`config.mk`:
```
export PLATFORM = sky130hd
export DESIGN_NAME = demux_scatter8
export DESIGN_NICKNAME = d
export VERILOG_FILES = /design/src/rtl/demux_scatter_pkg.sv /design/src/rtl/demux_chan_reg.sv /design/src/rtl/demux_scatter8.sv
export SDC_FILE = /design/constraint.sdc
export NUM_CORES = 1
export LEC_CHECK = 0
export ABC_AREA = 1
export CAP_MARGIN = 5
export CORE_AREA = 2 2 76 96
export DETAILED_ROUTE_END_ITERATION = 12
export DIE_AREA = 0 0 78 98
export HOLD_SLACK_MARGIN = 0.1
export PLACE_DENSITY = 0.95
export SLEW_MARGIN = 20
export SYNTH_ARGS = -nofsm -noshare
export SYNTH_HDL_FRONTEND = slang
export SYNTH_HIERARCHICAL = 1
export SYNTH_SLANG_ARGS = --single-unit
```
`constraint.sdc`:
```
create_clock -name clk -period 4.36 [get_ports clk]
set_input_delay 0.872 -clock clk [delete_from_list [all_inputs] [get_ports clk]]
set_output_delay 0.872 -clock clk [all_outputs]
set_load 0.05 [all_outputs]
```
`src/rtl/demux_scatter_pkg.sv`:
```
// Shared constants and types for the 1-to-8 scatter demultiplexer.
package demux_scatter_pkg;

  localparam int NUM_CH = 8;
  localparam int SEL_W  = 3;

  typedef logic [SEL_W-1:0] sel_t;

  // The round-robin pointer advances modulo NUM_CH; the 3-bit field wraps 7 -> 0 by itself.
  function automatic sel_t next_ptr(input sel_t p);
    return p + sel_t'(1);
  endfunction

endpackage

```
`src/rtl/demux_chan_reg.sv`:
```
// One output channel: a data register and the flag saying it holds an unconsumed word.
module demux_chan_reg
  import demux_scatter_pkg::*;
#(
  parameter int WIDTH = 8
) (
  input  logic             clk,
  input  logic             rst_n,
  input  logic             wr,
  input  logic             ack,
  input  logic [WIDTH-1:0] din,
  output logic [WIDTH-1:0] dout,
  output logic             valid
);

  // NOTE: the data register is reset too, so a reset discards held words and out_data reads zero.
  always_ff @(posedge clk or negedge rst_n) begin
    if (!rst_n) begin
      dout  <= '0;
      valid <= 1'b0;
    end else if (wr) begin
      // NOTE: non-blocking assignments keep every flop sampling pre-edge values.
      dout  <= din;
      valid <= 1'b1;
    end else if (ack) begin
      // An ack on an empty channel leaves valid at 0, so it needs no gating here.
      valid <= 1'b0;
    end
  end

endmodule

```
`src/rtl/demux_scatter8.sv`:
```
// Scatters one input stream over 8 single-entry channels, by sel or round-robin pointer.
// Optional broadcast port enabled by `define DEMUX_SCATTER_BCAST_EN.
module demux_scatter8
  import demux_scatter_pkg::*;
#(
  parameter int WIDTH = 8
) (
  input  logic                    clk,
  input  logic                    rst_n,
  input  logic [WIDTH-1:0]        in_data,
  input  logic                    in_valid,
  output logic                    in_ready,
  input  logic [SEL_W-1:0]        sel,
  input  logic                    auto_mode,
`ifdef DEMUX_SCATTER_BCAST_EN
  input  logic                    bcast,
`endif
  output logic [NUM_CH*WIDTH-1:0] out_data,
  output logic [NUM_CH-1:0]       out_valid,
  input  logic [NUM_CH-1:0]       out_ack,
  output logic [SEL_W-1:0]        ptr
);

  sel_t              target;
  logic [NUM_CH-1:0] free;
  logic [NUM_CH-1:0] wr;
  logic              accept;
  logic              bcast_en;

`ifdef DEMUX_SCATTER_BCAST_EN
  assign bcast_en = bcast;
`else
  assign bcast_en = 1'b0;
`endif

  assign target = auto_mode ? ptr : sel;

  // A channel can take a word if it is empty or is being drained in this same cycle.
  assign free     = ~out_valid | out_ack;
  assign in_ready = bcast_en ? (&free) : free[target];
  assign accept   = in_valid & in_ready;

  always_comb begin
    // NOTE: default first so every path assigns wr and no latch is inferred.
    wr = '0;
    if (accept) begin
      if (bcast_en) wr = '1;
      else          wr[target] = 1'b1;
    end
  end

  for (genvar k = 0; k < NUM_CH; k++) begin : g_chan
    demux_chan_reg #(.WIDTH(WIDTH)) u_chan (
      .clk   (clk),
      .rst_n (rst_n),
      .wr    (wr[k]),
      .ack   (out_ack[k]),
      .din   (in_data),
      .dout  (out_data[k*WIDTH +: WIDTH]),
      .valid (out_valid[k])
    );
  end

  // Broadcast writes every channel, so the round-robin position is left where it was.
  always_ff @(posedge clk or negedge rst_n) begin
    if (!rst_n)
      ptr <= '0;
    else if (accept && auto_mode && !bcast_en)
      ptr <= next_ptr(ptr);
  end

endmodule

```
Word level (Yosys, flattened, before mapping)
Index checks and enable logic that the tools add are counted.
{ "totals": {"ff_bits": 75, "inputBits": 23, "out_inout_bits": 76, "word_cells": 55} }
{ "classes": {"addsub": 1, "order_cmp": 2, "n_mux": 22, "bitwise": 3, "n_reduce_logical": 10} }
{ "ops": {"columns": ["op", "n"], "rows": [
  ["1-bit 2-to-1 mux", 18],
  ["2-bit nonzero test", 8],
  ["8-bit 2-to-1 mux", 1],
  ["8-bit inverter", 1],
  ["8-bit OR", 1],
  ["3-bit by 4-bit less-than comparator with 1-bit output, second input constant", 1],
  ["3-bit by 1-bit adder with 3-bit output, second input constant", 1],
  ["1-bit binary-select mux with 3-bit select", 1],
  ["1-bit demux with 3-bit select", 1],
  ["3-bit by 1-bit greater-or-equal comparator with 1-bit output, second input constant", 1],
  ["3-bit 2-to-1 mux", 1],
  ["1-bit logical AND", 2],
  ["1-bit AND", 1]
]} }

Logic depth before layout (Yosys ltp)
Gate-level depths: netlist (run 1).
{ "depth": {"depth_word": 7, "depth_mapped": 15, "ltp_nobuf": 13} }

By module
The synthesis (run 1) kept the hierarchy.
{ "by_module_without_submodules": {"columns": ["mod", "instances", "cells_each", "area_each_um2", "seq_area_each_um2"], "rows": [
  ["demux_chan_reg", 8, 38, 341.6, 225.2],
  ["demux_scatter8", 1, 87, 569.3, 75.1]
]} }

Worst setup path after synthesis (run 1)
No wires, ideal clock.
{ "synth_timing": {"path_kind": "in2out", "start": "input auto_mode", "end": "output in_ready", "arrival_ns": 1.693, "t_required_ns": 3.488, "slack_ns": 1.795, "path_stages": 6, "n_path_buf": 1, "path_cell_list": "buf_6 > o21ai_0 > nor2_1 > nand2_2 > nand2_4 > nor2_8"} }
{ "synth_via": {"elab_chain_cells": 3} }
{ "synth_rtl": {"columns": ["element", "line", "source"], "rows": [
  ["start: declaration", "demux_scatter8.sv:14", "input logic auto_mode,"],
  ["3-bit 2-to-1 mux", "demux_scatter8.sv:36", "assign target = auto_mode ? ptr : sel;"],
  ["1-bit binary-select mux with 3-bit select", "demux_scatter8.sv:40", "assign in_ready = bcast_en ? (&free) : free[target];"],
  ["1-bit 2-to-1 mux (not written as such)", "demux_scatter8.sv:40", null],
  ["end: declaration", "demux_scatter8.sv:12", "output logic in_ready,"]
]} }
No other way between the ends. The select of a mux whose other input is x is not followed.

Worst setup path in the final report (run 1)
Ends and elaborated chain as after synthesis.

==> results.tsv, run 1 <==
stage	metric	value	unit
status	status	completed	
global_route	overflow	0	
clock_network	htreeDepth	3	
sta	hold_ws	0.478	ns
clock_network	cts_sinks	75	
critical_path	worstPathArrival	2.57	ns
die	initial_core_util	48.5	%
detailed_routing	top_layer	met4	
yosys	synth_area	3300	sq um
critical_path	path_delay_family	buffers and inverters	
clock_network	cts_tree	done	
finish	antenna_cells	0	
sta	fin_skew	0.0109	ns
finish	syn_to_final_growth	38.2	%
global_route	grt_pass1_vias	2770	
die	die_area	7640	sq um
detailed_routing	vias	2793	
clock_network	cts_resized	0	
clock_network	hold_buffers	0	
die	die_width	78	microns
clock_network	clk_latency	0.34	ns
detailed_routing	wl_met2	4230	microns
sta	period_needed	3.44	ns
critical_path	cpPeakStageDelay	0.78	ns
critical_path	r2r-start	ptr[0]$_DFFE_PN0P_	
finish	drive_gt1_share	9.07	%
sta	fmax	291	MHz
yosys	synth_top_family_by_area	simple AND/OR/NAND/NOR gates	
sta	relSlewSlack	37.0	%
yosys	yosysTopAreaCell	dfrtp_1	
critical_path	crit_cells	8	
global_route	grt_start_max_net_pins	76	
worst_hold_path	hold_class	reg2reg	
clock_network	cts_root_buffer	clkbuf_8	
yosys	ys.flop_type	dfrtp_1	
clock_network	clock_path_buffers	2	
critical_path	rr_endpoint	g_chan[0].u_chan/dout[6]$_DFFE_PN0P_	
yosys	synth_area_leaders	dfrtp_1 (57%), nand2_1 (27%), buf_6 (3.1%)	
sta	fin_setup_tns	0	ns
critical_path	start_kind	primary input	
clock_network	numCtsBuffers	9	
sta	period_share	78.9	%
global_route	grt_pass1_wl	13400	microns
placement	gp_congestion	0.851	
yosys	synthXorXnorAreaFrac	0.265	%
detailed_routing	wl_met3	439	microns
yosys	synthMuxAreaShare	0	%
detailed_routing	ant_nets	0	
die	core	6810	sq um
die	io_pins	99	
finish	post-route-util	67.0	%
yosys	synth_most_common_cell	nand2_1	
yosys	syn_inst	391	
critical_path	r2r_setup_slack	2.15	ns
yosys	yosysSeqAreaShare	56.8	%
yosys	yosys_warnings	6	
critical_path	critPathMostFrequentCell	nand2_4	
critical_path	slowest_stage	clkdlybuf4s50_1	
detailed_routing	routed_wl	8430	microns
yosys	ys_types	18	
sta	hold_viol	0	
critical_path	timing.critical_path.buf_inv	2	
critical_path	critPathMaxFanout	10	
global_route	grt_usage	22.6	%
detailed_routing	avgRoutedWirePerCell	14.4	microns
yosys	yosys.area_share.simple	35.3	%
sta	drv_slew	0	
sta	rsz0062_at_grt	no	
yosys	synthAdderAreaFrac	0.379	%
critical_path	endpoint	in_ready	
yosys	synthArstFlopShare	100	%
detailed_routing	vias_per_cell	4.77	
placement	io_buffer_count	98	
pwr	peakVddDrop	0.623	mV
critical_path	crit_type	in2out	
clock_network	post_cts_buffers	0	
yosys	synthTopCellsByCount	nand2_1 (235), dfrtp_1 (75), inv_1 (25)	
sta	worst_pin_slew	0.946	ns
pwr	p_leak	2.35	nW
placement	dp_hpwl	6040	microns
critical_path	cp.required	3.49	ns
finish	finalNetCount	515	
yosys	syn_nets	415	
job	max_cap_violations	0	
yosys	synth_edf_count	0	
detailed_routing	firstDrtPassIters	4	
critical_path	crit_chain	clkdlybuf4s50_1 > nand2_4 > nand2_8 > nand2_1 > nand3_2 > nand2_4 > nor2_8 > buf_4	
sta	setup_viol	0	
yosys	synth_top_area_share	56.8	%
yosys	synth_seq_cells	75	
critical_path	reg2reg_depth	12	
detailed_routing	drc	0	
pwr	power_density	931	nW/um^2
clock_network	path_clk_slew	0.08	ns
yosys	synth_area_per_cell	8.44	sq um
critical_path	critPathLaunch	auto_mode	
yosys	synth_compound_area_share	0.152	%
critical_path	endpoint_kind	primary output	
global_route	antenna_found_initial	0	
detailed_routing	wl_met1	3530	microns
die	placementRows	34	
detailed_routing	first_iter_violations	190	
die	die_h	98	microns
sequential cells by signal, indices dropped and copies added, names as in the netlist:
signal,cells
g_chan.u_chan/dout,64
g_chan.u_chan/valid,8
ptr,3
per-layer routing:
| metal | vias to the layer above | GRT usage, % |
|---|---|---|
| li1 | 1365 | - |
| met1 | 1315 | 28.4 |
| met2 | 97 | 37.6 |
| met3 | 16 | 4.34 |
| met4 | 0 | 10.7 |
| met5 | - | 0 |
power breakdown:
part | total (mW) | internal, mW | switching (mW)
registers | 1.22 | 1.01 | 0.205
clock network | 0.709 | 0.455 | 0.255
logic | 2.32 | 0.708 | 1.62
stage by stage:
step / instances / worst slack [ns] / instance area [sq um] / power (mW)
after floorplan: 391 / 1.79 / 3300 / 2.73
after global placement: 570 / 0.990 / 4290 / 3.50
after detailed placement: 570 / 0.909 / 4290 / 3.55
after CTS: 586 / 0.914 / 4560 / 4.28
after global routing: 586 / 0.807 / 4560 / 4.44
final: 586 / 0.918 / 4560 / 4.25
cell type report:
| class | instances | area [sq um] |
|---|---|---|
| clock inverters | 6 | 136 |
| inverters | 34 | 133 |
| repair buffers | 98 | 976 |
| multi-input cells | 273 | 1190 |
| clock buffers | 10 | 138 |
| well taps | 90 | 113 |
| fillers | 559 | 2240 |
| flip-flops and latches | 75 | 1880 |
worst min path at each step:
stage | end | slack (ns) | cells after the start | startpoint
after floorplan | g_chan[0].u_chan/dout[0]$_DFFE_PN0P_ | 0.58 | 0 | rst_n
after global placement | g_chan[2].u_chan/dout[1]$_DFFE_PN0P_ | 0.45 | 2 | g_chan[2].u_chan/dout[1]$_DFFE_PN0P_
after detailed placement | g_chan[1].u_chan/dout[0]$_DFFE_PN0P_ | 0.46 | 2 | g_chan[1].u_chan/dout[0]$_DFFE_PN0P_
after CTS | g_chan[0].u_chan/dout[5]$_DFFE_PN0P_ | 0.48 | 2 | g_chan[0].u_chan/dout[5]$_DFFE_PN0P_
after global routing | g_chan[1].u_chan/dout[6]$_DFFE_PN0P_ | 0.49 | 2 | g_chan[1].u_chan/dout[6]$_DFFE_PN0P_
final | g_chan[6].u_chan/dout[4]$_DFFE_PN0P_ | 0.48 | 2 | g_chan[6].u_chan/dout[4]$_DFFE_PN0P_
kinds of logic after synthesis:
group / count (synthesis)
AND/OR/NAND/NOR: 270
adder cells (fa/ha/maj): 1
flip-flops: 75
AO/OA/AOI/OAI: 1
buffers and inverters: 43
XOR/XNOR: 1
cell usage in the layout (no fill, tap or decap), types with 2 or more instances in the layout:
master	Yosys	routed
buf_4	0	2
nand3_1	6	6
nor3_2	8	8
dfrtp_1	75	75
nand2_2	2	2
nand2_1	235	235
clkbuf_8	0	10
inv_2	8	8
nand2_4	3	3
nand3_2	2	2
inv_1	25	25
nand4_1	2	2
nand2_8	2	2
nor2_1	9	9
bufinv_16	0	4
clkdlybuf4s50_1	0	96
tightest hold or removal path: stages, from the launching register on:
cell and delay, ns:
dfrtp_1 0.35, nand2_1 0.05, nand2_1 0.05
Note: power is estimated with default switching activity, not from simulation.
==> run 2, diff against run 1 <==
- CORE_AREA: 2 2 76 96 -> 2 2 78 99
- DIE_AREA: 0 0 78 98 -> 0 0 80 101
- PLACE_DENSITY: 0.95 -> 0.91
- clock period: 4.36 -> 3.5 ns (I/O delays scaled with it)
==> run 2 against run 1 <==
Net effect:
- final cell count grew 1.7%
- clock skew is 0.00082 ns lower
- register-to-register slack worse by 0.62 ns
- final area fell by 0.11%
- hold slack lost 0.0026 ns
- critical path type unchanged
- power grew 20%
- sequential power increased by 25%
- sequential share of layout area is essentially flat
- highest routed layer unchanged
- critical endpoint unchanged
- routed wire length increased by 2.1%
- critical path depth did not move
- non-clock buffer count grew 8
- sequential cell count stayed put
==> results.tsv, run 2 (synthesis results as in run 1) <==
stage	metric	value	unit	change
sta	hold_viol	0		unchanged
die	initial_core_util	46.0	%	was 48.5%
sta	period_needed	3.07	ns	
sta	fin_skew	0.0101	ns	was 0.0109 ns
finish	largest_reg_flops	64		unchanged
global_route	grt_pass1_wl	13900	microns	was 13400 microns
sta	worst_pin_slew	0.933	ns	was 0.946 ns
pwr	power.switching	2.59	mW	was 2.08 mW
die	core	7180	sq um	was 6810 sq um
status	status	completed		unchanged
pwr	p_int	2.49	mW	was 2.17 mW
critical_path	endpoint_kind	primary output		unchanged
worst_hold_path	hold_class	reg2reg		unchanged
global_route	grt_usage	22.7	%	was 22.6%
critical_path	crit_type	in2out		unchanged
pwr	peakVddDrop	0.622	mV	was 0.623 mV
die	die_h	101	microns	was 98 microns
die	io_pins	99		unchanged
clock_network	hold_buffers	0		unchanged
placement	dp_hpwl	6250	microns	was 6040 microns
finish	n_fill_cell	609		was 559
pwr	p_sw_share	50.9	%	was 48.8%
detailed_routing	ant_nets	0		unchanged
placement	io_buffer_count	98		unchanged
clock_network	cts_root_buffer	clkbuf_8		unchanged
clock_network	path_clk_slew	0.08	ns	about the same
detailed_routing	first_iter_violations	158		was 190
finish	regArea	1880	sq um	unchanged
clock_network	clock_path_buffers	2		unchanged
sta	setup_viol	0		unchanged
placement	dp_cells	580		was 570
pwr	seqPwrFrac	29.9	%	was 28.6%
sta	relSlewSlack	37.8	%	was 37.0%
detailed_routing	vias	2811		was 2793
sta	period_share	87.6	%	
global_route	overflow	0		unchanged
clock_network	cts_tree	done		unchanged
critical_path	critPathMaxFanout	10		unchanged
detailed_routing	routed_wl	8600	microns	was 8430 microns
job	max_cap_violations	0		unchanged
clock_network	post_cts_buffers	0		unchanged
die	placementRows	35		was 34
die	die_width	80	microns	was 78 microns
global_route	grt_pass1_vias	2806		was 2770
clock_network	numCtsBuffers	9		unchanged
pwr	p_leak	2.36	nW	was 2.35 nW
detailed_routing	vias_per_cell	4.72		was 4.77
finish	antenna_cells	0		unchanged
finish	syn_to_final_growth	38.0	%	was 38.2%
finish	stdcell_count	596		was 586
critical_path	cp.required	2.80	ns	was 3.49 ns
critical_path	r2r-start	ptr[0]$_DFFE_PN0P_		unchanged
finish	mostFrequentLayoutCells	nand2_1 (235), clkdlybuf4s50_1 (96), dfrtp_1 (75)		unchanged
detailed_routing	drc	0		unchanged
critical_path	worstPathArrival	2.36	ns	was 2.57 ns
global_route	grt_start_max_net_pins	76		unchanged
detailed_routing	avgRoutedWirePerCell	14.4	microns	about the same
pwr	combPwrFrac	57.5	%	was 54.7%
sta	fin_setup_tns	0	ns	unchanged
clock_network	htreeDepth	3		unchanged
worst_hold_path	min-delay-start	g_chan[7].u_chan/dout[4]$_DFFE_PN0P_		was g_chan[6].u_chan/dout[4]$_DFFE_PN0P_
clock_network	cts_resized	0		unchanged
finish	finalNetCount	523		was 515
pwr	power_density	1120	nW/um^2	was 931 nW/um^2
global_route	antenna_found_initial	0		unchanged
finish	layout_commonest_cell	nand2_1		unchanged
finish	drive_gt1_share	10.3	%	was 9.07%
clock_network	cts_sinks	75		unchanged
critical_path	start_kind	primary input		unchanged
finish	reg_top3	g_chan.u_chan/dout (64), g_chan.u_chan/valid (8), ptr (3)		unchanged
finish	largest_register	g_chan.u_chan/dout		unchanged
placement	gp_congestion	0.884		was 0.851
critical_path	critPathLaunch	auto_mode		unchanged
die	die_area	8080	sq um	was 7640 sq um
sta	fmax	326	MHz	
clock_network	clk_latency	0.34	ns	about the same
sta	drv_slew	0		unchanged
sta	hold_ws	0.475	ns	was 0.478 ns
pwr	clock_power_share	12.7	%	was 16.7%
sta	rsz0062_at_grt	no		unchanged
finish	multi_input_area	1190	sq um	unchanged
detailed_routing	firstDrtPassIters	4		unchanged
-- run 2: cell types whose count changed in the layout (fill, tap and decap cells not counted) --
cell	before	now
buf_12	0	1
buf_4	2	9
bufinv_16	4	1
clkbuf_1	0	1
clkbuf_8	10	9
clkinv_2	0	1
clkinvlp_4	1	3
-- run 2: critical path, stage by stage --
cell and delay [ns]:
clkdlybuf4s50_1 0.77, nand2_4 0.16, nand2_8 0.14, nand2_1 0.08, nand3_1 0.10, nand2_2 0.09, nor2_8 0.16, buf_12 0.15
-- run 2: path summary, 6_finish.rpt --
check | endpoint | slack, ns | cells after the start
min | g_chan[7].u_chan/dout[4]$_DFFE_PN0P_ | 0.47 | 2
min reg2reg | g_chan[7].u_chan/dout[4]$_DFFE_PN0P_ | 0.47 | 2
max reg2reg | g_chan[1].u_chan/dout[6]$_DFFE_PN0P_ | 1.53 | 12
min in group asynchronous | g_chan[0].u_chan/valid$_DFFE_PN0P_ | 0.50 | 1
max | in_ready | 0.44 | 8
max in group asynchronous | ptr[2]$_DFFE_PN0P_ | 2.39 | 1
-- run 2: power groups by stage --
| stage | logic [mW] | clock network (mW) | registers (mW) |
|---|---|---|---|
| after floorplan | 0.528 | 0 | 2.88 |
| after global placement | 2.88 | 0 | 1.52 |
| after detailed placement | 2.94 | 0 | 1.53 |
| after CTS | 2.94 | 0.660 | 1.52 |
| after global routing | 3.07 | 0.697 | 1.56 |
| final | 2.92 | 0.643 | 1.52 |
-- run 2: stage by stage --
stage	util, %	power, mW	worst slack (ns)	cell area, sq um
global placement	60.8	4.40	0.516	4360
floorplan	-	3.40	1.28	3300
CTS	63.5	5.12	0.447	4560
detailed placement	60.8	4.46	0.448	4360
global route	63.5	5.33	0.332	4560
finish	63.5	5.08	0.435	4560
-- run 2: per-layer routing --
layer | routed length [microns] | track usage [%] | up-vias
met5 | 0 | 0 | -
met4 | 160 | 9.52 | 0
met3 | 261 | 3.58 | 11
met2 | 4610 | 39.3 | 66
met1 | 3570 | 28.0 | 1353
li1 | - | - | 1381
-- run 2: cell type report --
class | count | area share, %
multi-input combinational | 273 | 26.1
clock inverter | 6 | 1.45
inverter | 34 | 2.91
timing repair buffer | 106 | 23.0
tap | 92 | 2.53
sequential | 75 | 41.2
clock buffer | 10 | 2.80
